===== src/rtl/io_controller.sv =====
// Responder for the processor's IN/OUT handshake: debounces the pushbutton, captures the
// switches for IN while holding the PC in halt, and latches register values to the display on OUT.
module io_controller #(
   parameter int         DATA_W          = 32,
   parameter int         DEBOUNCE_CYCLES = 4,
   parameter logic [5:0] OP_IN           = 6'b100000,
   parameter logic [5:0] OP_OUT          = 6'b100010
) (
   input  logic              clock,
   input  logic              reset,
   input  logic              IO_UC,
   input  logic [5:0]        Modo_Funcao_UC,
   input  logic              botao,
   input  logic [DATA_W-1:0] chaves,
   input  logic [DATA_W-1:0] dado_saida,
   output logic [DATA_W-1:0] dado_entrada,
   output logic              entrada_pronta,
   output logic              halt,
   output logic [DATA_W-1:0] display,
   output logic              display_valido
);

   localparam int CNT_W = (DEBOUNCE_CYCLES > 1) ? $clog2(DEBOUNCE_CYCLES) : 1;
   localparam logic [CNT_W-1:0] CNT_MAX = CNT_W'(DEBOUNCE_CYCLES - 1);

   typedef enum logic [1:0] {
      S_IDLE       = 2'd0,
      S_WAIT_PRESS = 2'd1,
      S_DONE       = 2'd2
   } state_t;

   logic              r_btn_p0;
   logic              r_btn_p1;
   logic              r_deb;
   logic              r_deb_d;
   logic [CNT_W-1:0]  r_cnt;
   state_t            r_state;
   logic [DATA_W-1:0] r_dado_entrada;
   logic [DATA_W-1:0] r_display;
   logic              r_display_valido;

   logic w_press_evt;
   logic w_is_in;
   logic w_is_out;

   assign w_press_evt = r_deb & ~r_deb_d;
   assign w_is_in     = IO_UC & (Modo_Funcao_UC == OP_IN);
   assign w_is_out    = IO_UC & (Modo_Funcao_UC == OP_OUT);

   // Two-flop synchronizer, then a level must persist DEBOUNCE_CYCLES samples to be accepted
   always_ff @(posedge clock) begin
      if (reset) begin
         r_btn_p0 <= 1'b0;
         r_btn_p1 <= 1'b0;
         r_deb    <= 1'b0;
         r_deb_d  <= 1'b0;
         r_cnt    <= '0;
      end else begin
         r_btn_p0 <= botao;
         r_btn_p1 <= r_btn_p0;
         r_deb_d  <= r_deb;
         if (r_btn_p1 == r_deb) begin
            r_cnt <= '0;
         end else if (r_cnt == CNT_MAX) begin
            r_deb <= r_btn_p1;
            r_cnt <= '0;
         end else begin
            r_cnt <= r_cnt + CNT_W'(1);
         end
      end
   end

   always_ff @(posedge clock) begin
      if (reset) begin
         r_state          <= S_IDLE;
         r_dado_entrada   <= '0;
         r_display        <= '0;
         r_display_valido <= 1'b0;
      end else begin
         case (r_state)
            S_IDLE: begin
               if (w_is_in) begin
                  r_state <= S_WAIT_PRESS;
               end else if (w_is_out) begin
                  r_display        <= dado_saida;
                  r_display_valido <= 1'b1;
               end
            end
            S_WAIT_PRESS: begin
               if (w_press_evt) begin
                  r_dado_entrada <= chaves;
                  r_state        <= S_DONE;
               end
            end
            S_DONE:  r_state <= S_IDLE;
            default: r_state <= S_IDLE;
         endcase
      end
   end

   // halt must rise in the decode cycle itself, so it is partly combinational on the request
   assign halt = ~reset & ((r_state == S_WAIT_PRESS) | ((r_state == S_IDLE) & w_is_in));
   assign entrada_pronta = ~reset & (r_state == S_DONE);
   assign dado_entrada   = r_dado_entrada;
   assign display        = r_display;
   assign display_valido = r_display_valido;

endmodule


===== config.mk =====
export PLATFORM = sky130hd
export DESIGN_NAME = io_controller
export DESIGN_NICKNAME = d
export VERILOG_FILES = /design/src/rtl/io_controller.sv
export SDC_FILE = /design/constraint.sdc
export NUM_CORES = 1
export LEC_CHECK = 0
export ABC_AREA = 1
export BUFFER_PORTS_ARGS = -buffer_cell sky130_fd_sc_hd__clkbuf_2
export CAP_MARGIN = 10
export CORE_ASPECT_RATIO = 0.8
export CORE_MARGIN = 2
export CORE_UTILIZATION = 46
export CTS_BUF_LIST = sky130_fd_sc_hd__clkbuf_16
export CTS_CLUSTER_SIZE = 16
export DETAILED_ROUTE_END_ITERATION = 8
export GPL_TIMING_DRIVEN = 0
export PLACE_DENSITY_LB_ADDON = 0.08
export SETUP_SLACK_MARGIN = 0.05
export SLEW_MARGIN = 0
export SYNTH_ARGS = -nofsm -noshare
export SYNTH_HDL_FRONTEND = slang
export SYNTH_SLANG_ARGS = --single-unit

===== constraint.sdc =====
create_clock -name clock -period 1.3 [get_ports clock]
set_input_delay 0.065 -clock clock [delete_from_list [all_inputs] [get_ports clock]]
set_output_delay 0.065 -clock clock [all_outputs]
set_load 0.02 [all_outputs]

# --- Word level (Yosys, flattened, before mapping) ---
# Cells that the tools add are included.
op_classes:
  n_mux: 3
  n_eq_ne: 8
  n_addsub: 1
  bitwise: 11
  n_reduce_logical: 6
ops:
  columns: ["op", "n"]
  rows:
  - ["6-bit == test, second input constant", 2]
  - ["1-bit AND", 6]
  - ["2-bit AND reduction", 3]
  - ["2-bit == test, second input constant", 2]
  - ["2-bit 2-to-1 mux", 2]
  - ["2-bit inequality test, second input constant", 2]
  - ["1-bit NOT", 4]
  - ["2-bit case mux with 2 select lines", 1]
  - ["3-bit AND reduction", 1]
  - ["3-bit OR reduction", 1]
  - ["2-bit by 1-bit adder with 2-bit output, second input constant", 1]
  - ["2-bit by 1-bit == test with 1-bit output, second input constant", 1]
  - ["2-bit zero test", 1]
  - ["1-bit == test", 1]
  - ["1-bit bitwise OR", 1]
word_totals:
  word_cells: 38
  in_bits: 74
  reg_bits: 73
  output_inout_bits: 67

# --- Logic depth before layout (Yosys ltp) ---
depth:
  word_depth: 5
  ltp_mapped: 8
  mapped_depth_nobuf: 7

# --- Worst setup path before layout ---
# OpenSTA, ideal clock, no wires.
synth_timing:
  path_type: "reg-to-reg"
  start: "register r_deb"
  end: "register r_dado_entrada[22], in the netlist dado_entrada[22]"
  setup_slack_ps: 176
  setup_time_ps: 116
  t_arrival_ps: 1008
  path_stages_with_launch: 7
  t_required_ps: 1184
  n_path_buf: 1
  period_less_slack_ps: 1124
  cell_sequence: "dfxtp_1 inv_2 nor2_2 nand3_1 clkbuf_1 o21ai_0 nor2_1"
synth_between:
  elab_chain_len: 2
synth_lines:
  columns: ["item", "line_no", "rtl"]
  rows:
  - ["start, declared", "34", "logic r_deb;"]
  - ["start signal, assigned", "65", "r_deb <= r_btn_p1;"]
  - ["1-bit AND", "46", "assign w_press_evt = r_deb & ~r_deb_d;"]
  - ["2-bit AND reduction (no source line)", null, null]
  - ["end signal, assigned", "91", "r_dado_entrada <= chaves;"]
  - ["end, declared", "38", "logic [DATA_W-1:0] r_dado_entrada;"]
# No other way between the ends.
# A chain may end at the register's enable or synchronous reset.

# --- Worst setup path in the final report ---
layout_timing:
  start: "register r_state[0]"
  end: "output port halt"
layout_between:
  elab_chain_len: 4
  elab_cells_between_ends: 5
  classes_between: "1 x eq/ne; 3 x bitwise; 1 x reduce/logical"
layout_lines:
  columns: ["item", "line_no", "rtl"]
  rows:
  - ["start, declared", "37", "state_t r_state;"]
  - ["start signal, assigned", "75", "r_state <= S_IDLE;"]
  - ["start signal, assigned", "83", "r_state <= S_WAIT_PRESS;"]
  - ["start signal, assigned", "92", "r_state <= S_DONE;"]
  - ["2-bit zero test", "102", "assign halt = ~reset & ((r_state == S_WAIT_PRESS) | ((r_state == S_IDLE) & w_is_in));"]
  - ["1-bit AND", "102", null]
  - ["1-bit bitwise OR (*)", "102", null]
  - ["1-bit AND (*)", "102", null]
  - ["end, declared", "18", "output logic halt,"]
# Mark *: on every way between the ends. The rest lies on a longest branch, timed or not.

==> results <==
- The run finished, with violations left.
- The checks that failed: hold timing.
- Fill cells in the final layout number 477.
- From left edge to right edge, the die measures 93.0 um.
- The dominant cell type by area after synthesis is sky130_fd_sc_hd__dfxtp_1.
- The worst path in the final design needs a cycle of 1270 ps, including I/O delays and setup.
- The final wirelength is 7990 um.
- Buffers inserted during clock tree synthesis total 9.
- The post-route cell area is 4520 um^2.
- For this block, the initial DRC count from the detailed router was 106.
- The number of warning messages in the yosys log is 0.
- The part of the Yosys area used for sequential elements is 50.1%.
- Power spread over the standard cell area amounts to 1190 nW/um^2.
- The CTS sink count is 73.
- Once routing completed, OpenROAD measured the worst setup slack at 25.4 ps.
- The die covers 6990 um^2.
- The net count of the finished layout is 661.
- The average detailed-routed wire length per instance is 11.9 um.
- In this run the clock root is driven by a sky130_fd_sc_hd__clkbuf_16.
- The register bit total from synthesis is 73.
- The post-route netlist has 37.1% of its cells at a drive strength greater than 1.
- The cell with the most instances after synthesis is sky130_fd_sc_hd__nor2_1.
- The critical path required time is 1240 ps.
- At the end of routability-driven placement, the weighted congestion stood at 0.769.
- The clock arrives with 7.24 ps of skew.
- The transition time at the pin with the least slew margin is 434 ps.
- The max-slew violation count is 0.
- The initialized floorplan defines 25 standard-cell rows.
- Clock latency on the worst-skew pair, taken at its later pin, is 330 ps.
- The synthesized design contains 0 enable-type register cells.
- The critical-path maximum fanout is 3.
- In this run, distinct cell masters in the synthesized netlist total 20.
- The critical path in this run is classified as register to output port.
- The final-report setup violation count is 0.
- The HPWL after detailed placement is 5120 um.
- Entering global routing, the biggest net connects 13 pins.
- The nature of the critical path endpoint is an output port.
- During I/O placement, the number of pins put on the boundary was 141.
- The initial antenna violation count was 0.
- The worst min-delay path class is input port to register.
- The cell area after technology mapping is 2920 um^2.
- In this run the number of H-tree levels came out at 3.
- Once placement finished, the instance area stood at 3710 um^2.
- The leftover overflow at the end of global routing is 0.
- Averaged over all synthesized cells, the footprint is 7.23 um^2.
- The peak clock frequency supported by timing is 785 MHz.
- The count of endpoints failing hold in the final timing report is 3.
- Buffers placed on the I/O ports in this run total 139.
- VDD sags by at most 0.672 mV.
- Timing analysis after detailed placement gives a worst setup slack of -57.9 ps.
- The routed via count is 3,141.
- Measured against its own limit, the worst slew margin works out to 71.0%.
- In the routed layout, each cell is associated on average with a via count of 4.67.
- The data arrival time of the worst path is 1210 ps.
- The primary flip-flop cell chosen by synthesis mapping is sky130_fd_sc_hd__dfxtp_1.
- Of all flip-flops after synthesis, the portion carrying an async set or reset was 0%.
- Once the floorplan was initialized, standard cells occupied 48.5% of the core.
- After synthesis, the cell types taking the most area are sky130_fd_sc_hd__dfxtp_1 50%, sky130_fd_sc_hd__nor2_1 18%, sky130_fd_sc_hd__nand4_1 6.9%.
- In this run the static leakage power is 2.29 nW.
- For this run, design rule violations remaining after detail routing come to 0.
- Clock-pin slew was measured on the worst setup and hold paths at 60 ps.
- The cell count after synthesis is 403.
- The floorplan step defined a core boundary enclosing 6010 um^2.
- The number of global-route vias before repair is 2,792.
- The kind of start point of the critical path is a register.
- In this run the vertical extent of the chip is 75.2 um.
- The antenna diode count is 0.
- The share of the synthesized area in the top cell type is 50.1%.
- The number of nets with antenna violations after detailed routing is 0.
- The share of the clock period used by the worst path is 98.0%.
- Ranked by instance count, the synthesized netlist is headed by 140 x sky130_fd_sc_hd__nor2_1, 73 x sky130_fd_sc_hd__dfxtp_1, 44 x sky130_fd_sc_hd__inv_1, 38 x sky130_fd_sc_hd__nand2_1, 33 x sky130_fd_sc_hd__o21ai_0.
- Setup repair after global routing could not meet its margin everywhere.
- The maximum count of clock buffers along a single path is 2.
- The number of iterations in the first detailed-routing pass is 4.
- Synthesis produced a netlist with a net count of 478.
- The final-layout worst hold slack is -11.9 ps.
- Global routing used 22.0% of the available tracks.
- The area growth from synthesis to layout is 54.9%.
- Max-cap violations in this run came to 0.
- The clock tree from TritonCTS is yes.
- The first-pass GRT wire length is 12,100 um.
## cell families after synthesis
kind of cell	Yosys count	synth area share (%)
adders and majority gates	1	0.429
and+or+nand+nor	219	31.9
DFF	73	50.1
buffers and inverters	74	11.3
AOI/OAI and AO/OA	36	6.27
## stage by stage
step | util [%] | std cells | TNS (ps) | power [W]
after global routing | 75.2 | 672 | -56.3 | 0.00553
after CTS | 72.3 | 666 | -577 | 0.00539
final | 75.2 | 672 | 0 | 0.00537
after global placement | 61.8 | 623 | -20.3 | 0.00258
after detailed placement | 61.8 | 623 | -438 | 0.00259
after floorplan | - | 403 | 0 | 0.00245
## what timing repair did
action / in CTS / in global routing
setup buffers: 6 / 4
pin swaps: 3 / 24
gates resized for setup: 18 / 60
gates cloned: 1 / 2
hold buffers: 20 / 0
hold endpoints to repair: 20 / 0
endpoints found under the setup margin: 55 / 65
## cells in the final DEF, fill, tap and decap left out, types with 3 or more instances in the layout
cell                              n
sky130_fd_sc_hd__o21ai_0         16
sky130_fd_sc_hd__nand4_1         32
sky130_fd_sc_hd__nor2_2           8
sky130_fd_sc_hd__clkbuf_2       137
sky130_fd_sc_hd__buf_4           11
sky130_fd_sc_hd__bufinv_16        3
sky130_fd_sc_hd__clkbuf_1         3
sky130_fd_sc_hd__nor2_4           8
sky130_fd_sc_hd__inv_2            4
sky130_fd_sc_hd__inv_1           44
sky130_fd_sc_hd__nor2_1         128
sky130_fd_sc_hd__buf_6           11
sky130_fd_sc_hd__dfxtp_1         70
sky130_fd_sc_hd__buf_2           14
sky130_fd_sc_hd__nand2_1         36
sky130_fd_sc_hd__dlygate4sd3_1   20
sky130_fd_sc_hd__clkbuf_16        9
sky130_fd_sc_hd__o21ai_1         17
## worst paths after layout
| kind | from | to | slack (ps) | cells after the start |
|---|---|---|---|---|
| worst min-delay path | chaves[21] | dado_entrada[21] | -10 | 3 |
| worst max register to register | r_state[0] | display[18] | 30 | 8 |
| worst max-delay path | r_state[0] | halt | 30 | 6 |
| worst min register to register | r_btn_p0 | r_btn_p1 | 410 | 2 |
## where the power goes
part           internal [W]  leakage, nW  total [W]  switching (W)
sequential          0.00225        0.590    0.00225     0.00000647
clock               0.00186        0.164    0.00276       0.000907
combinational      0.000182         1.53   0.000357       0.000175
## worst max-delay path, stage by stage (launching register included)
cell,delay [ps]
sky130_fd_sc_hd__dfxtp_4,360
sky130_fd_sc_hd__nor2_4,100
sky130_fd_sc_hd__nand3_2,90
sky130_fd_sc_hd__nand2_2,90
sky130_fd_sc_hd__nand2_2,60
sky130_fd_sc_hd__inv_2,80
sky130_fd_sc_hd__buf_8,110
## state kept, by name, summed over array words and instances (netlist names)
name / flops
r_btn_p0: 1
r_deb_d: 1
r_state: 2
r_cnt: 2
r_deb: 1
r_btn_p1: 1
display_valido: 1
display: 32
dado_entrada: 32
## final cells by class
type	count	area [um^2]	share of cell area (%)
Buffer	26	175	3.88
Clock buffer	9	225	4.99
Clock inverter	7	110	2.44
Inverter	48	183	4.05
Multi-Input combinational cell	256	1220	27.1
Sequential cell	73	1470	32.5
Tap cell	81	101	2.24
Timing Repair Buffer	172	1030	22.8
## per-layer routing
metal  track usage (%)  routed length, um
met1              25.5               3430
met2              38.6               3940
met3              6.91                518
met4              8.66                101
met5                 0                  0
(Power assumes the default switching activity.)
